### config.mk
export PLATFORM = sky130hd
export DESIGN_NAME = gesture_decision_unit
export DESIGN_NICKNAME = d
export VERILOG_FILES = /design/src/rtl/gesture_decision_unit.sv
export SDC_FILE = /design/constraint.sdc
export NUM_CORES = 1
export LEC_CHECK = 0
export BUFFER_PORTS_ARGS = -buffer_cell sky130_fd_sc_hd__buf_2
export CORE_MARGIN = 4
export CORE_UTILIZATION = 53
export CTS_CLUSTER_SIZE = 40
export DETAILED_ROUTE_END_ITERATION = 7
export PLACE_DENSITY = 0.77
export SLEW_MARGIN = 5
export SYNTH_ARGS = -nofsm -noshare
export SYNTH_HDL_FRONTEND = slang
export SYNTH_SLANG_ARGS = --single-unit
### constraint.sdc
create_clock -name clk -period 10.9 [get_ports clk]
set_input_delay 2.18 -clock clk [delete_from_list [all_inputs] [get_ports clk]]
set_output_delay 2.18 -clock clk [all_outputs]
set_load 0.01 [all_outputs]
### src/rtl/gesture_decision_unit.sv
// Gesture decision stage: serial best/runner-up scan of a class score vector,
// threshold + margin test, same-class persistence filter and optional cooldown.
module gesture_decision_unit #(
  parameter int NUM_CLASSES       = 4,
  parameter int ACC_BITS          = 24,
  parameter int MIN_SCORE_THRESH  = 30,
  parameter int MIN_MARGIN        = 8,
  parameter int PERSISTENCE_COUNT = 2,
  parameter int CONF_SHIFT        = 3,
  parameter int COOLDOWN_CYCLES   = 0,
  localparam int CLASS_BITS  = (NUM_CLASSES > 1) ? $clog2(NUM_CLASSES) : 1,
  localparam int STREAK_BITS = ($clog2(PERSISTENCE_COUNT + 1) > 0) ? $clog2(PERSISTENCE_COUNT + 1) : 1
) (
  input  logic                            clk,
  input  logic                            rst,
  input  logic                            scores_valid,
  input  logic [NUM_CLASSES*ACC_BITS-1:0] scores_flat,
  output logic                            scores_ready,
  output logic [CLASS_BITS-1:0]           gesture,
  output logic                            gesture_valid,
  output logic [3:0]                      gesture_confidence,
  output logic                            decision_done,
  output logic                            decision_pass,
  output logic [2:0]                      debug_state,
  output logic [STREAK_BITS-1:0]          debug_streak
);

  localparam logic [2:0] S_IDLE     = 3'd0;
  localparam logic [2:0] S_SCAN     = 3'd1;
  localparam logic [2:0] S_DECIDE   = 3'd2;
  localparam logic [2:0] S_COOLDOWN = 3'd3;

  localparam int CD_BITS = (COOLDOWN_CYCLES > 1) ? $clog2(COOLDOWN_CYCLES) : 1;
  localparam logic [CD_BITS-1:0]         CD_LOAD    = CD_BITS'(COOLDOWN_CYCLES - 1);
  localparam logic [CLASS_BITS-1:0]      LAST_IDX   = CLASS_BITS'(NUM_CLASSES - 1);
  localparam logic [STREAK_BITS-1:0]     PERSIST    = STREAK_BITS'(PERSISTENCE_COUNT);
  localparam logic signed [ACC_BITS-1:0] MOST_NEG   = {1'b1, {(ACC_BITS-1){1'b0}}};
  localparam logic signed [ACC_BITS:0]   THRESH_EXT = (ACC_BITS+1)'(MIN_SCORE_THRESH);
  localparam logic signed [ACC_BITS:0]   MARGIN_EXT = (ACC_BITS+1)'(MIN_MARGIN);
  localparam logic signed [ACC_BITS:0]   CONF_MAX   = (ACC_BITS+1)'(15);

  logic [2:0]                      state_q, state_d;
  logic [NUM_CLASSES*ACC_BITS-1:0] scores_q, scores_d;
  logic [CLASS_BITS-1:0]           idx_q, idx_d;
  logic signed [ACC_BITS-1:0]      best_q, best_d;
  logic signed [ACC_BITS-1:0]      second_q, second_d;
  logic [CLASS_BITS-1:0]           best_idx_q, best_idx_d;
  logic [STREAK_BITS-1:0]          streak_q, streak_d;
  logic [CLASS_BITS-1:0]           cand_q, cand_d;
  logic                            cand_valid_q, cand_valid_d;
  logic [CD_BITS-1:0]              cd_cnt_q, cd_cnt_d;
  logic [CLASS_BITS-1:0]           gesture_q, gesture_d;
  logic                            gesture_valid_q, gesture_valid_d;
  logic [3:0]                      conf_q, conf_d;
  logic                            done_q, done_d;
  logic                            pass_q, pass_d;

  logic signed [ACC_BITS-1:0] cur_score;
  logic signed [ACC_BITS:0]   best_ext, second_ext, margin, conf_shifted;
  logic                       pass;
  logic [3:0]                 conf_sat;
  logic [STREAK_BITS-1:0]     streak_next;

  assign cur_score    = scores_q[int'(idx_q)*ACC_BITS +: ACC_BITS];
  assign best_ext     = {best_q[ACC_BITS-1], best_q};
  assign second_ext   = {second_q[ACC_BITS-1], second_q};
  // One extra bit keeps best - second exact even against the most-negative seed.
  assign margin       = best_ext - second_ext;
  assign pass         = (best_ext >= THRESH_EXT) && (margin >= MARGIN_EXT);
  assign conf_shifted = margin >>> CONF_SHIFT;
  assign conf_sat     = (conf_shifted > CONF_MAX) ? 4'd15 : conf_shifted[3:0];

  always_comb begin
    // NOTE: every always_comb output gets a default first, so no path can infer a latch.
    state_d         = state_q;
    scores_d        = scores_q;
    idx_d           = idx_q;
    best_d          = best_q;
    second_d        = second_q;
    best_idx_d      = best_idx_q;
    streak_d        = streak_q;
    cand_d          = cand_q;
    cand_valid_d    = cand_valid_q;
    cd_cnt_d        = cd_cnt_q;
    gesture_d       = gesture_q;
    gesture_valid_d = 1'b0;
    conf_d          = conf_q;
    done_d          = 1'b0;
    pass_d          = pass_q;
    streak_next     = STREAK_BITS'(1);

    case (state_q)
      S_IDLE: begin
        if (scores_valid) begin
          scores_d   = scores_flat;
          idx_d      = '0;
          best_d     = MOST_NEG;
          second_d   = MOST_NEG;
          best_idx_d = '0;
          state_d    = S_SCAN;
        end
      end
      S_SCAN: begin
        // Strict compares keep the lower index on ties; the tied value still enters second.
        if (idx_q == '0) begin
          best_d     = cur_score;
          best_idx_d = '0;
        end else if (cur_score > best_q) begin
          second_d   = best_q;
          best_d     = cur_score;
          best_idx_d = idx_q;
        end else if (cur_score > second_q) begin
          second_d   = cur_score;
        end
        if (idx_q == LAST_IDX) state_d = S_DECIDE;
        else                   idx_d   = idx_q + CLASS_BITS'(1);
      end
      S_DECIDE: begin
        done_d  = 1'b1;
        pass_d  = pass;
        state_d = S_IDLE;
        if (!pass) begin
          streak_d     = '0;
          cand_valid_d = 1'b0;
        end else begin
          if (cand_valid_q && (cand_q == best_idx_q)) streak_next = streak_q + STREAK_BITS'(1);
          if (streak_next == PERSIST) begin
            gesture_d       = best_idx_q;
            conf_d          = conf_sat;
            gesture_valid_d = 1'b1;
            streak_d        = '0;
            cand_valid_d    = 1'b0;
            if (COOLDOWN_CYCLES > 0) begin
              state_d  = S_COOLDOWN;
              cd_cnt_d = CD_LOAD;
            end
          end else begin
            streak_d     = streak_next;
            cand_d       = best_idx_q;
            cand_valid_d = 1'b1;
          end
        end
      end
      S_COOLDOWN: begin
        if (cd_cnt_q == '0) state_d  = S_IDLE;
        else                cd_cnt_d = cd_cnt_q - CD_BITS'(1);
      end
      default: state_d = S_IDLE;
    endcase
  end

  // NOTE: the latched score vector is pure data qualified by state, so it carries no reset.
  always_ff @(posedge clk) begin
    scores_q <= scores_d;
  end

  always_ff @(posedge clk) begin
    // NOTE: sequential state uses non-blocking assignments only, so every flop samples pre-edge values.
    if (rst) begin
      state_q         <= S_IDLE;
      idx_q           <= '0;
      best_q          <= '0;
      second_q        <= '0;
      best_idx_q      <= '0;
      streak_q        <= '0;
      cand_q          <= '0;
      cand_valid_q    <= 1'b0;
      cd_cnt_q        <= '0;
      gesture_q       <= '0;
      gesture_valid_q <= 1'b0;
      conf_q          <= '0;
      done_q          <= 1'b0;
      pass_q          <= 1'b0;
    end else begin
      state_q         <= state_d;
      idx_q           <= idx_d;
      best_q          <= best_d;
      second_q        <= second_d;
      best_idx_q      <= best_idx_d;
      streak_q        <= streak_d;
      cand_q          <= cand_d;
      cand_valid_q    <= cand_valid_d;
      cd_cnt_q        <= cd_cnt_d;
      gesture_q       <= gesture_d;
      gesture_valid_q <= gesture_valid_d;
      conf_q          <= conf_d;
      done_q          <= done_d;
      pass_q          <= pass_d;
    end
  end

  // Ready is masked while rst is high so every output reads 0 during reset.
  assign scores_ready       = (state_q == S_IDLE) && !rst;
  assign gesture            = gesture_q;
  assign gesture_valid      = gesture_valid_q;
  assign gesture_confidence = conf_q;
  assign decision_done      = done_q;
  assign decision_pass      = pass_q;
  assign debug_state        = state_q;
  assign debug_streak       = streak_q;

endmodule

==> After elaboration in Yosys (flattened, before gate mapping) <==
Cells that the tools add are included.
W data, S select, Z words.
{ "word_totals": {"register_bits": 166, "out_inout_bits": 15} }
{ "classes": {"add_sub_neg": 4, "n_mul": 1, "n_lt_le_gt_ge": 5, "n_eq_ne": 13, "shift": 1, "mux": 29, "bitwise_logic": 3, "n_reduce_logical": 15} }
{ "op_table": {"columns": ["operator", "n"], "rows": [
  ["$mux W24", 6],
  ["$pmux W24 S2", 2],
  ["$shiftx A96 B8 Y24", 1],
  ["$gt A24 B24 Y1", 2],
  ["$ge A25 B5 Y1 const B", 1],
  ["$sub A24 B24 Y25", 1],
  ["$ge A24 B6 Y1 const B", 1],
  ["$gt A22 B5 Y1 const B", 1],
  ["$mux W2", 9],
  ["$reduce_and A3 Y1", 5],
  ["$ne A2 B2 Y1 const B", 5],
  ["$mux W3", 3],
  ["$pmux W3 S3", 1],
  ["$pmux W2 S2", 2],
  ["$eq A3 B2 Y1 const B", 2],
  ["$ne A3 B3 Y1 const B", 2],
  ["$mux W1", 5],
  ["$add A2 B1 Y2 const B", 2],
  ["$eq A2 B2 Y1 const B", 2],
  ["$mul A2 B2 Y4 const B", 1],
  ["$mux W4", 1],
  ["$reduce_and A4 Y1", 1],
  ["$eq A3 B1 Y1 const B", 1],
  ["$logic_and A1 B1 Y1", 3],
  ["other kinds (9)", 11]
]} }

==> Logic depth before layout (Yosys ltp) <==
Gate-level depths: netlist of run 1.
{ "depth": {"word_depth": 8, "ltp_mapped": 15, "depth_no_buf": 12} }

==> Least setup slack after synthesis of run 1 <==
No wires, ideal clock.
{ "synth_path": {"kind": "input to register", "start": "input port scores_valid", "end": "register second_q[10]", "setup_ns": 0.127, "arrival_time_ns": 10.444, "slack_ns": 0.329, "stages": 4, "cell_sequence": "nor3b_1 a211oi_1 clkbuf_1 o2bb2ai_1"} }
{ "synth_between": {"elab_chain_len": 2} }
{ "synth_lines": {"columns": ["element", "line_no", "rtl"], "rows": [
  ["from (decl)", "16", "input logic scores_valid,"],
  ["$ne A2 B2 Y1 (no source line)", null, null],
  ["$reduce_and A4 Y1 (no source line)", null, null],
  ["to (signal assigned)", "178", "second_q <= second_d;"],
  ["to (decl)", "46", "logic signed [ACC_BITS-1:0] second_q, second_d;"]
]} }
Every way passes these cells.
A chain may end at the register's enable or synchronous reset.

==> Worst setup path after layout of run 1 <==
{ "layout_path": {"start": "input port rst", "end": "output port scores_ready"} }
{ "layout_between": {"elab_chain_len": 2} }
{ "layout_lines": {"columns": ["element", "line_no", "rtl"], "rows": [
  ["from (decl)", "15", "input logic rst,"],
  ["$logic_not A1 Y1", "193", "assign scores_ready = (state_q == S_IDLE) && !rst;"],
  ["$logic_and A1 B1 Y1", "193", null],
  ["to (decl)", "18", "output logic scores_ready,"]
]} }
Every way passes these cells.

==> results of run 1 <==
-- critical path, stage by stage --
cell and delay [ns]:
buf_2 0.61, nor3_1 0.08, buf_2 0.17
-- per-stage QoR --
| step | setup slack [ns] | hold WS, ns | area (um^2) | total power (uW) |
|---|---|---|---|---|
| 2_1_floorplan | 0.329 | 0.432 | 9080 | 995 |
| 3_3_place_gp | 5.69 | 0.432 | 9820 | 1080 |
| 3_5_place_dp | 5.69 | 0.435 | 9820 | 1090 |
| 4_1_cts | 5.68 | 0.445 | 10400 | 1690 |
| 5_1_grt | 5.51 | 0.464 | 10400 | 1770 |
| 6_report | 5.67 | 0.440 | 10400 | 1690 |
-- cells in the final DEF, fill, tap and decap left out, types with 4 or more instances in the layout --
cell type  synthesis  layout
nor4_1             5       5
o21ai_0           49      49
and4_1             4       4
dfxtp_1           68      67
o22ai_1            4       4
o211ai_1          25      25
a31oi_1            5       5
nor2b_1            9       9
inv_6              0       6
mux4_2            24      24
xnor2_1           13      13
o41ai_1            6       6
clkbuf_16          0      17
nor2_1            27      26
o221ai_1           4       4
nand2_1           32      32
a21oi_1           73      73
buf_4              2       7
and3_1             5       5
buf_2              4     112
ha_1              74      74
or3_1              8       8
nand3_1           14      14
nand4_1           20      20
inv_1             66      66
nor3_1             4       4
o2bb2ai_1         23      23
edfxtp_1          96      96
mux2i_1           28      28
o21ai_1            5       5
o21a_1             7       7
a211oi_1           6       5
a21o_1            24      24
-- synthesized netlist by cell type, types with 5 or more instances --
library cell,n,area (um^2)
a31oi_1,5,31.3
nor2b_1,9,56.3
nor2_1,27,101
inv_1,66,248
o211ai_1,25,188
o2bb2ai_1,23,201
a21oi_1,73,365
nor4_1,5,31.3
ha_1,74,926
o21ai_1,5,25.0
a211oi_1,6,45.0
o21a_1,7,52.6
o41ai_1,6,52.6
o21ai_0,49,245
mux2i_1,28,280
nand2_1,32,120
clkbuf_1,30,113
mux4_2,24,541
a21o_1,24,180
edfxtp_1,96,2880
or3_1,8,50.1
dfxtp_1,68,1360
nand3_1,14,70.1
and3_1,5,31.3
xnor2_1,13,114
nand4_1,20,125
-- flip-flops by register name, indices dropped and copies added, names as in the netlist --
signal,cells
gesture_confidence,4
idx_q,2
gesture_valid,1
gesture,2
second_q,24
decision_done,1
debug_streak,2
scores_q,96
debug_state,2
cand_valid_q,1
decision_pass,1
best_q,24
best_idx_q,2
cand_q,2
-- power by group through the flow --
stage | logic, uW | clock network [uW] | registers (uW)
final | 375 | 605 | 708
after global routing | 415 | 641 | 711
after detailed placement | 367 | 0 | 721
after global placement | 361 | 0 | 719
after CTS | 370 | 614 | 708
after floorplan | 280 | 0 | 715
-- cells by family (layout without fill, tap and decap cells) --
family | after synthesis | count (layout) | synth area share (%)
buffers and inverters | 107 | 217 | 4.58
AND/OR/NAND/NOR | 141 | 141 | 8.15
flip-flops | 164 | 164 | 46.8
AO/OA/AOI/OAI | 261 | 261 | 19.5
adder cells (fa/ha/maj) | 75 | 75 | 10.4
multiplexers | 53 | 53 | 9.17
other | 1 | 1 | 0.0413
XOR/XNOR | 14 | 14 | 1.35
-- worst min path at each step --
| stage | slack (ns) | end | depth (start not counted) | from |
|---|---|---|---|---|
| after global placement | 0.43 | gesture_confidence[2] | 2 | gesture_confidence[2] |
| after floorplan | 0.43 | second_q[10] | 1 | second_q[10] |
| after CTS | 0.44 | gesture_confidence[1] | 2 | gesture_confidence[1] |
| after detailed placement | 0.43 | gesture_confidence[1] | 2 | gesture_confidence[1] |
| final | 0.44 | gesture_confidence[1] | 2 | gesture_confidence[1] |
| after global routing | 0.46 | gesture_confidence[1] | 2 | gesture_confidence[1] |
-- metal layers --
metal  global-route usage [%]  share of wire (%)  vias up
met2                     35.8                 47      261
li1                         -                  -     3330
met1                     30.0                 44     3339
met5                        0                  0        -
met4                     6.90                1.8        0
met3                     5.62                7.1       33
-- final cells by class --
cell class | instances | area [um^2]
Fill cell | 1336 | 6280
Multi-Input combinational cell | 545 | 4440
Sequential cell | 164 | 4250
Timing Repair Buffer | 119 | 613
Clock buffer | 19 | 433
Tap cell | 220 | 275
Inverter | 66 | 248
Clock inverter | 13 | 160
==> out/results.ini, run 1 <==
[logic_synthesis]
synth.ff_latch_count = 164
syn-num-nets = 990
avgSynthCellArea_um2 = 11.1
synth_edf_count = 96
synth-seq-area-share_pct = 46.8
ys_async_sr_fraction_pct = 0
syn_area_um2 = 9080
synthDistinctLibCells = 69
synthFlopType = edfxtp_1
yosys_warnings = 0
postSynthCellCount = 816

[clock_network]
cts_tree = built
cts_buffers = 17
cts_htree_levels = 4
cts.path.max_buffers = 2
cts_num_sinks = 164
cts_root_buffer = clkbuf_16
ctsResizeCount = 0
path_clk_slew_ns = 0.06
clkLatencyLatePin_ns = 0.43
postCtsHoldBufs = 0
post_cts.repair.setup_buffers = 0

[place]
dpl.hpwl_um = 15400
port_buffers = 112
gp_congestion = 0.940
dp.cells = 1114

[worst_setup_path]
start_kind = input port
arrival_ns = 3.05
crit-reg2reg-launch = idx_q[0]
critPathLaunch = rst
end_kind = output pin
r2r-end = second_q[21]
crit_type = in -> out
endpoint = scores_ready
cp_max_fo = 37
cp.required_ns = 8.72
r2r_cells = 9
reg2reg_slack_ns = 5.96

[finish]
synthToLayoutAreaGrowth_pct = 14.8
n_antenna_cell = 0
layout.nets = 1087
fin_util_pct = 62.4
drive_gt1_share_pct = 20.7
final-instance-count-excl-fill = 1146

[timing]
worstMarginPinSlew_ns = 1.23
fmax_mhz = 191
tns_ns = 0
finalSetupViolCount = 0
period_share_pct = 48.0
rsz0062_at_grt = false
finalMaxSlewViolations = 0
layout_min_cycle_time_ns = 5.23
fin_skew_ns = 0.00639
hold_viol_final = 0
maxSlewHeadroom_pct = 17.7

[routing]
vias = 6963
routed_via_density = 6.08
first_iter_violations = 550
avgRoutedWirePerCell_um = 18.7
routed_wirelength_um = 21400
dr.pass1.iters = 5
drc = 0
drtAntennaViolNets = 0

[power]
p_int_uw = 1190
combPwrFrac_pct = 22.2
p_clk_share_pct = 35.9
ir_drop_mv = 0.147
seq_power_share_pct = 41.9
p_sw_uw = 496
netSwitchingFraction_pct = 29.4
p_leak_uw = 0.00406
power_density_nw_per_um2 = 162

[grt]
grt_util_all_layers_pct = 22.3
antenna_found_initial = 0
first_global_vias = 6896
grt_max_degree = 81
grt-ovfl-total = 0
grt_first_pass_wirelength_um = 34900

[die]
die_h_um = 139
dieArea_um2 = 19300
die_x_um = 139
core_um2 = 16700
floorplan.initialDensity_pct = 54.3
ios = 114
rows = 47

[outcome]
status = complete, no violations

[min_path]
hp-class = reg -> reg

[run]
drv_cap = 0

(Power assumes the default switching activity.)
==> run 2, diff against run 1 <==
Clock period 10.9 ns to 4.6 ns, I/O delays scaled along.
==> out/results.ini, run 2 (synthesis results as in run 1) <==
[timing]
fmax_mhz = 249
period_share_pct = 87.3
worstMarginPinSlew_ns = 1.09  ; was 1.23 ns
maxSlewHeadroom_pct = 27.4  ; was 17.7%
finalMaxSlewViolations = 0  ; unchanged
layout_min_cycle_time_ns = 4.01
hold_viol_final = 0  ; unchanged
finalSetupViolCount = 0  ; unchanged
tns_ns = 0  ; unchanged
rsz0062_at_grt = false  ; unchanged
fin_skew_ns = 0.0148  ; was 0.00639 ns

[clock_network]
cts_root_buffer = clkbuf_16  ; unchanged
clkLatencyLatePin_ns = 0.43  ; about the same
cts_htree_levels = 4  ; unchanged
post_cts.repair.setup_buffers = 0  ; unchanged
cts_num_sinks = 164  ; unchanged
cts.path.max_buffers = 2  ; unchanged
postCtsHoldBufs = 0  ; unchanged
cts_buffers = 17  ; unchanged
ctsResizeCount = 0  ; unchanged
path_clk_slew_ns = 0.07  ; was 0.06 ns
cts_tree = built  ; unchanged

[routing]
vias = 6980  ; was 6963
dr.pass1.iters = 5  ; unchanged
avgRoutedWirePerCell_um = 18.4  ; was 18.7 um
drtAntennaViolNets = 0  ; unchanged
routed_via_density = 6.05  ; was 6.08
first_iter_violations = 629  ; was 550
routed_wirelength_um = 21300  ; was 21400 um
drc = 0  ; unchanged

[grt]
grt_first_pass_wirelength_um = 34800  ; was 34900 um
first_global_vias = 6970  ; was 6896
grt-ovfl-total = 0  ; unchanged
antenna_found_initial = 0  ; unchanged
grt_util_all_layers_pct = 22.1  ; was 22.3%
grt_max_degree = 99  ; was 81

[outcome]
status = complete, no violations  ; unchanged

[finish]
drive_gt1_share_pct = 21.4  ; was 20.7%
n_antenna_cell = 0  ; unchanged
final_common_cell = buf_2  ; unchanged
regMostFlops = scores_q  ; unchanged
reg.largest.list = scores_q x96, best_q x24, second_q x24  ; unchanged
largest_register_ffs = 96  ; unchanged
synthToLayoutAreaGrowth_pct = 15.4  ; was 14.8%
mostFrequentLayoutCells = buf_2 (112), edfxtp_1 (96), ha_1 (74)  ; unchanged
layout.nets = 1095  ; was 1087

[die]
dieArea_um2 = 19300  ; unchanged
die_h_um = 139  ; unchanged
ios = 114  ; unchanged
rows = 47  ; unchanged
floorplan.initialDensity_pct = 54.3  ; unchanged
die_x_um = 139  ; unchanged
core_um2 = 16700  ; unchanged

[power]
power_density_nw_per_um2 = 378  ; was 162 nW/um^2
p_leak_uw = 0.00410  ; was 0.00406 uW
ir_drop_mv = 0.362  ; was 0.147 mV
power.total_uw = 3960  ; was 1690 uW

[worst_setup_path]
cp.required_ns = 4.96  ; was 8.72 ns
end_kind = flop  ; was output pin
crit_type = reg -> reg  ; was in -> out
crit-reg2reg-launch = idx_q[1]  ; was idx_q[0]
arrival_ns = 4.37  ; was 3.05 ns
r2r-end = best_idx_q[1]  ; was second_q[21]
start_kind = flop  ; was input port
reg2reg_slack_ns = 0.59  ; was 5.96 ns
r2r_cells = 11  ; was 9
critPathLaunch = idx_q[1]  ; was rst
endpoint = best_idx_q[1]  ; was scores_ready
cp_max_fo = 17  ; was 37

[place]
port_buffers = 112  ; unchanged
gp_congestion = 0.930  ; was 0.940
dpl.hpwl_um = 15400  ; about the same

[min_path]
hp-class = reg -> reg  ; unchanged
hold_depth = 2  ; unchanged

[run]
drv_cap = 0  ; unchanged

[run 2: layout make-up]
cell class / count / area [um^2]
fillers: 1312 / 6230
multi-input cells: 545 / 4440
flip-flops and latches: 164 / 4250
clock buffers: 18 / 429
inverters: 66 / 248
well taps: 220 / 275
clock inverters: 14 / 139
repair buffers: 127 / 698
[run 2: stage by stage]
step / setup WS (ns) / utilization (%) / hold slack (ns) / instances / instance area, um^2
after floorplan: 0.290 / - / 0.432 / 816 / 9090
after global placement: 0.772 / 59.3 / 0.431 / 1122 / 9910
after detailed placement: 0.632 / 59.3 / 0.436 / 1122 / 9910
after CTS: 0.601 / 62.7 / 0.446 / 1154 / 10500
after global routing: 0.125 / 62.7 / 0.460 / 1154 / 10500
final: 0.586 / 62.7 / 0.442 / 1154 / 10500
[run 2: worst min path at each step]
stage                                     start                     to  slack (ns)
after floorplan                    second_q[10]           second_q[10]        0.43
after global placement    gesture_confidence[2]  gesture_confidence[2]        0.43
after detailed placement  gesture_confidence[1]  gesture_confidence[1]        0.44
after CTS                 gesture_confidence[1]  gesture_confidence[1]        0.45
after global routing      gesture_confidence[1]  gesture_confidence[1]        0.46
final                     gesture_confidence[1]  gesture_confidence[1]        0.44
[run 2: worst max-delay path, cell delays in order (launching register included)]
cell and delay [ns]:
dfxtp_1 0.84, buf_4 0.31, mux4_2 0.37, ha_1 0.32, nand4_1 0.11, o21ai_0 0.44, o221ai_1 0.33, inv_1 0.16
a21oi_1 0.09, buf_4 0.18, or4b_2 0.62, a21oi_1 0.16
[run 2: report_power, final]
group          switching (uW)  leakage, uW  internal, uW  total, uW
Clock                     617     0.000284           763       1380
Sequential               45.1      0.00147          1630       1680
Combinational             520      0.00235           386        906
Total                    1180      0.00410          2780       3960
[run 2: per-layer routing]
layer / vias to the layer above / track usage (%) / wire, um
li1: 3351 / - / -
met2: 271 / 35.5 / 9980
met3: 35 / 3.90 / 1280
met4: 0 / 7.83 / 423
met5: - / 0 / 0
met1: 3323 / 30.2 / 9580
